**config.mk**
```make
export PLATFORM = sky130hd
export DESIGN_NAME = ws2812_multi
export DESIGN_NICKNAME = d
export VERILOG_FILES = /design/src/rtl/ws2812_pkg.sv /design/src/rtl/ws2812_symbol_timer.sv /design/src/rtl/ws2812_multi.sv
export SDC_FILE = /design/constraint.sdc
export NUM_CORES = 1
export LEC_CHECK = 0
export CORE_MARGIN = 5
export CORE_UTILIZATION = 45
export CTS_CLUSTER_DIAMETER = 60
export CTS_CLUSTER_SIZE = 24
export DETAILED_ROUTE_END_ITERATION = 8
export GPL_ROUTABILITY_DRIVEN = 0
export GPL_TIMING_DRIVEN = 0
export PLACE_DENSITY = 0.7
export SLEW_MARGIN = 15
export SYNTH_ARGS = -nofsm -noshare
export SYNTH_HDL_FRONTEND = slang
export SYNTH_SLANG_ARGS = --single-unit
```
**constraint.sdc**
```tcl
create_clock -name clk_i -period 3 [get_ports clk_i]
set_clock_uncertainty 0.2 [all_clocks]
set_input_delay 0.9 -clock clk_i [delete_from_list [all_inputs] [get_ports clk_i]]
set_output_delay 0.9 -clock clk_i [all_outputs]
set_load 0.05 [all_outputs]
```
**src/rtl/ws2812_pkg.sv**
```systemverilog
// Shared types and device timing defaults for the multi-channel WS281x serializer.
package ws2812_pkg;

  typedef enum logic [1:0] {StLatch, StIdle, StLoad, StBit} state_e;

  localparam int unsigned BITS_RGB  = 24;
  localparam int unsigned BITS_RGBW = 32;

  // WS2812B at 50 MHz: 0.42 / 0.84 us high, 1.26 us symbol, 52 us latch.
  localparam int unsigned Ws2812bCycles0High = 21;
  localparam int unsigned Ws2812bCycles1High = 42;
  localparam int unsigned Ws2812bCyclesBit   = 63;
  localparam int unsigned Ws2812bCyclesReset = 2600;

  // SK6812 at 50 MHz: 0.3 / 0.6 us high, 1.26 us symbol, 80 us latch.
  localparam int unsigned Sk6812Cycles0High = 15;
  localparam int unsigned Sk6812Cycles1High = 30;
  localparam int unsigned Sk6812CyclesBit   = 63;
  localparam int unsigned Sk6812CyclesReset = 4000;

endpackage

```
**src/rtl/ws2812_symbol_timer.sv**
```systemverilog
// Shared phase counter: times each symbol and the latch gap for all channels at once.
module ws2812_symbol_timer #(
  parameter int unsigned CYCLES_BIT   = 63,
  parameter int unsigned CYCLES_RESET = 2600,
  parameter int unsigned PhaseW       = 12
) (
  input  logic              clk,
  input  logic              rst_n,
  input  logic              clr,
  output logic [PhaseW-1:0] phase,
  output logic              bit_end,
  output logic              latch_end
);

  logic [PhaseW-1:0] phase_q;

  always_ff @(posedge clk) begin
    if (!rst_n) begin
      phase_q <= '0;
    end else if (clr) begin
      phase_q <= '0;
    end else begin
      phase_q <= phase_q + PhaseW'(1);
    end
  end

  assign phase     = phase_q;
  assign bit_end   = (phase_q == PhaseW'(CYCLES_BIT - 1));
  assign latch_end = (phase_q == PhaseW'(CYCLES_RESET - 1));

endmodule

```
**src/rtl/ws2812_multi.sv**
```systemverilog
// Lock-step WS281x serializer: one symbol timer, CHANNELS shift registers, one pixel index.
module ws2812_multi
  import ws2812_pkg::*;
#(
  parameter int unsigned CHANNELS      = 4,
  parameter int unsigned LED_COUNT     = 144,
  parameter int unsigned BITS_PER_LED  = BITS_RGB,
  parameter int unsigned REVERSE       = 0,
  parameter int unsigned CONTINUOUS    = 0,
  parameter int unsigned CYCLES_0_HIGH = Ws2812bCycles0High,
  parameter int unsigned CYCLES_1_HIGH = Ws2812bCycles1High,
  parameter int unsigned CYCLES_BIT    = Ws2812bCyclesBit,
  parameter int unsigned CYCLES_RESET  = Ws2812bCyclesReset,
  localparam int unsigned AW = (LED_COUNT > 1) ? $clog2(LED_COUNT) : 1
) (
  input  logic                             clk_i,
  input  logic                             rst_ni,
  input  logic                             start_i,
  output logic [AW-1:0]                    address_o,
  input  logic [CHANNELS*BITS_PER_LED-1:0] pix_i,
  output logic [CHANNELS-1:0]              data_o,
  output logic                             busy_o,
  output logic                             frame_done_o
);

  localparam int unsigned PhaseMax = (CYCLES_BIT > CYCLES_RESET) ? CYCLES_BIT : CYCLES_RESET;
  localparam int unsigned PhaseW   = $clog2(PhaseMax + 1);
  localparam int unsigned BitCntW  = $clog2(BITS_PER_LED);
  localparam logic [AW-1:0] FirstIdx = (REVERSE != 0) ? AW'(LED_COUNT - 1) : '0;
  localparam logic [AW-1:0] LastIdx  = (REVERSE != 0) ? '0 : AW'(LED_COUNT - 1);

  if (!(CYCLES_0_HIGH < CYCLES_1_HIGH && CYCLES_1_HIGH < CYCLES_BIT)) begin : gen_bad_timing
    $error("ws2812_multi: need CYCLES_0_HIGH < CYCLES_1_HIGH < CYCLES_BIT");
  end
  if (BITS_PER_LED != BITS_RGB && BITS_PER_LED != BITS_RGBW) begin : gen_bad_width
    $error("ws2812_multi: BITS_PER_LED must be 24 or 32");
  end
  if (LED_COUNT < 1 || CYCLES_RESET < 1) begin : gen_bad_count
    $error("ws2812_multi: LED_COUNT and CYCLES_RESET must be at least 1");
  end

  state_e              state_q;
  logic [AW-1:0]       idx_q, idx_next;
  logic [BitCntW-1:0]  bit_cnt_q;
  logic                first_pass_q, done_q, busy_q;
  logic [CHANNELS-1:0] data_q, line_hi;
  logic [PhaseW-1:0]   phase;
  logic                bit_end, latch_end, timer_clr;

  ws2812_symbol_timer #(
    .CYCLES_BIT   (CYCLES_BIT),
    .CYCLES_RESET (CYCLES_RESET),
    .PhaseW       (PhaseW)
  ) u_timer (
    .clk       (clk_i),
    .rst_n     (rst_ni),
    .clr       (timer_clr),
    .phase     (phase),
    .bit_end   (bit_end),
    .latch_end (latch_end)
  );

  // Phase restarts at every symbol and gap boundary and is held at zero in IDLE/LOAD.
  always_comb begin
    timer_clr = 1'b1;
    case (state_q)
      StLatch: timer_clr = latch_end;
      StBit:   timer_clr = bit_end;
      default: timer_clr = 1'b1;
    endcase
  end

  always_comb begin
    idx_next = idx_q;
    if (idx_q == LastIdx) begin
      idx_next = FirstIdx;
    end else if (REVERSE != 0) begin
      idx_next = idx_q - AW'(1);
    end else begin
      idx_next = idx_q + AW'(1);
    end
  end

  always_ff @(posedge clk_i) begin
    if (!rst_ni) begin
      state_q      <= StLatch;
      idx_q        <= FirstIdx;
      bit_cnt_q    <= '0;
      first_pass_q <= 1'b1;
      done_q       <= 1'b0;
      busy_q       <= 1'b1;
    end else begin
      done_q <= 1'b0;
      unique case (state_q)
        StLatch: begin
          if (latch_end) begin
            done_q       <= !first_pass_q;
            first_pass_q <= 1'b0;
            if (CONTINUOUS != 0) begin
              state_q <= StLoad;
            end else begin
              state_q <= StIdle;
              // Busy spans the done pulse so it drops the cycle after it.
              busy_q  <= !first_pass_q;
            end
          end
        end
        StIdle: begin
          if (start_i) begin
            state_q <= StLoad;
            busy_q  <= 1'b1;
          end else begin
            busy_q <= 1'b0;
          end
        end
        StLoad: begin
          idx_q     <= idx_next;
          bit_cnt_q <= BitCntW'(BITS_PER_LED - 1);
          state_q   <= StBit;
        end
        StBit: begin
          if (bit_end) begin
            if (bit_cnt_q == '0) begin
              // Index already points past the pixel just sent; back at first means done.
              state_q <= (idx_q == FirstIdx) ? StLatch : StLoad;
            end else begin
              bit_cnt_q <= bit_cnt_q - BitCntW'(1);
            end
          end
        end
        default: state_q <= StLatch;
      endcase
    end
  end

  for (genvar c = 0; c < CHANNELS; c++) begin : gen_chan
    logic [BITS_PER_LED-1:0] sreg_q;

    always_ff @(posedge clk_i) begin
      if (!rst_ni) begin
        sreg_q <= '0;
      end else if (state_q == StLoad) begin
        sreg_q <= pix_i[c*BITS_PER_LED +: BITS_PER_LED];
      end else if (state_q == StBit && bit_end) begin
        sreg_q <= {sreg_q[BITS_PER_LED-2:0], 1'b0};
      end
    end

    assign line_hi[c] = (state_q == StBit) &&
                        (phase < (sreg_q[BITS_PER_LED-1] ? PhaseW'(CYCLES_1_HIGH)
                                                         : PhaseW'(CYCLES_0_HIGH)));
  end

  always_ff @(posedge clk_i) begin
    if (!rst_ni) begin
      data_q <= '0;
    end else begin
      data_q <= line_hi;
    end
  end

  assign address_o    = idx_q;
  assign data_o       = data_q;
  assign busy_o       = busy_q;
  assign frame_done_o = done_q;

endmodule

```
==> results.toml, run 1 <==
[outcome]
status = "finished, final reports clean"

[power_and_ir_drop]
power.leakage_nw = 3.48
p_sw_share_pct = 23.5
vdd_ir_drop_max_uv = 359
combPwrFrac_pct = 11.7
power_switching_mw = 1.04
power_frac_clock_pct = 45.2
p_int_mw = 3.37
p_per_area_nw_per_um2 = 559
power_frac_seq_pct = 43.1

[timing]
drv_slew = 0
slew_headroom_pct = 54.3
hold_viol_final = 0
period_share_pct = 92.6
fmax_mhz = 360
tns_ns = 0
finalSetupViolCount = 0
period_needed_ns = 2.78
tightestPinTransition_ns = 0.686
setup_ws_ns = 0.223
rsz0062_at_grt = "no"

[logic_synthesis]
post-synth-top-count-cell = "dfxtp_1"
synth-seq-area-share_pct = 43.5
synthTopCellsByArea = "dfxtp_1 (44%), mux2i_1 (16%), a21oi_1 (8.7%)"
avgSynthCellArea_um2 = 9.23
synthTopCellsByCount = "dfxtp_1 (130), a21oi_1 (104), o21ai_0 (104)"
synth-edff-count = 0
synthArstFlopShare_pct = 0
synth_ff_type = "dfxtp_1"
yosysTopAreaCellShare_pct = 43.5
synth_fp_nets = 777
yosys.area.top_type = "dfxtp_1"
yosysWarnings = 0
synth_cells = 648
ys_seq_elements = 130
synth_area_um2 = 5980
synth_cell_types = 43

[critical_path]
start_kind = "flip-flop"
crit_path_max_incr_delay_ns = 0.85
cp_cell_sequence = "clkdlybuf4s50_1"
cp_data_required_time_ns = 1.90
cp.depth = 1
r2r_cells = 7
crit_fanout = 5
worstSetupPathType = "reg -> out"
arrival_ns = 1.68
path_buf_inv = 1
critPathTopFamily = "buffers and inverters"
end_kind = "output port"
cpMaxStageDelayCell = "clkdlybuf4s50_1"

[layout]
n_fill_cell = 1149
finalCoreUtilization_pct = 60.0
syn_to_final_growth_pct = 31.9
final_cell_area_um2 = 7890
diodes = 0
drive_gt1_share_pct = 6.20
final_nets = 906

[clocking]
numCtsBuffers = 17
post_cts_buffers = 0
cts_buffer_depth = 2
cts-root-buf = "clkbuf_16"
clkLatencyLatePin_ns = 0.41
holdBufCountCts = 0
tritoncts = "built"
path_clk_slew_ns = 0.05
htreeDepth = 4
cts_resized = 0
clock_sinks = 130

[placement]
io_buffers = 111
dpl_cell_area_um2 = 7310
dp_hpwl_mm = 10.8
place_ws_ns = 0.0913

[global_route]
grt_util_all_layers_pct = 18.3
grt_pass1_vias = 5020
overflow = 0
grt_max_degree = 17
antenna_found_initial = 0
grt_pass1_wl_mm = 23.5

[detailed_routing]
routedWlPerCell_um = 14.7
vias = 5067
drc = 0
ant_nets = 0
avgViaCountPerCell = 5.25
drt-total-wl_mm = 14.2
first_pass_iters = 4
drt_iter0_markers = 261

[die]
placementRows = 42
die_x_um = 125
die_area_um2 = 15700
coreArea_um2 = 13100
die_y_um = 125
initial_core_util_pct = 45.5
io-pin-count = 113

[flow_run]
drv_cap = 0

[hold_path]
hold_depth = 1
hold_class = "reg -> reg"
[state kept, by name, indices dropped and copies added, names as in the netlist]
name / flops
address_o: 8
bit_cnt_q: 5
busy_o: 1
data_o: 4
first_pass_q: 1
frame_done_o: 1
gen_chan.sreg_q: 96
state_q: 2
u_timer.phase: 12
[final timing paths]
kind         slack (ns)              from                end
min reg2reg        0.27      first_pass_q       frame_done_o
max                0.22      address_o[4]       address_o[4]
min                0.27      first_pass_q       frame_done_o
max reg2reg        0.41  u_timer.phase[6]  u_timer.phase[10]
[layout by cell type (no fill, tap or decap), types with 2 or more instances in the layout]
cell,count
nor3_1,11
clkinvlp_4,2
nand4_1,3
nor2_1,29
dfxtp_1,130
a21oi_1,104
clkbuf_8,3
xor2_1,9
buf_6,2
xnor2_1,7
o21a_1,10
bufinv_16,2
nand3_1,13
or4_1,2
clkinv_2,7
o21ai_0,104
ha_1,30
clkbuf_1,34
mux2i_1,94
nand2_1,15
inv_1,15
a211oi_1,3
buf_2,9
clkdlybuf4s50_1,111
clkbuf_16,17
[cells by family after synthesis]
logic type               Yosys count  synth area share [%]
XOR/XNOR                          16                  2.34
multiplexers                      94                  15.7
AO/OA/AOI/OAI                    231                  20.6
buffers and inverters             62                  4.39
adder cells (fa/ha/maj)           30                  6.28
AND/OR/NAND/NOR                   85                  7.14
flip-flops                       130                  43.5
[through the flow]
stage,total power [mW],cells,hold WS [ns]
floorplan,2.21,648,0.218
detailed placement,2.45,935,0.257
global route,4.60,966,0.286
CTS,4.44,967,0.264
global placement,2.42,935,0.232
finish,4.41,966,0.269
[power groups by stage]
stage	clock network, mW	logic [mW]	registers, mW
6_report	1.99	0.514	1.90
3_3_place_gp	0	0.490	1.93
2_1_floorplan	0	0.293	1.92
5_1_grt	2.11	0.578	1.92
3_5_place_dp	0	0.513	1.94
4_1_cts	2.03	0.517	1.90
[area by class of cell]
type                    count  area, um2  share of cell area (%)
inverters                  16       60.1                   0.762
clock buffers              21        470                    5.97
multi-input cells         456       3110                    39.5
well taps                 176        220                    2.79
clock inverters            11        110                    1.40
flip-flops and latches    130       2600                    33.0
plain buffers              45        199                    2.52
repair buffers            111       1110                    14.1
[per-layer routing]
layer / part of all wire, % / global-route usage, % / routed length, um
met1: 45 / 21.3 / 6350
met2: 49 / 31.4 / 6940
met3: 4.1 / 5.12 / 580
met4: 2.4 / 7.84 / 337
met5: 0 / 0 / 0
Note: power is estimated with default switching activity, not from simulation.
==> inputs of run 2 (changes only) <==
--- a/config.mk
+++ b/config.mk
@@ -17,3 +17,4 @@
 export SYNTH_ARGS = -nofsm -noshare
 export SYNTH_HDL_FRONTEND = slang
 export SYNTH_SLANG_ARGS = --single-unit
+export TNS_END_PERCENT = 50
==> results of run 2 <==
Final layout, timing and power as in run 1 (identical DEF).
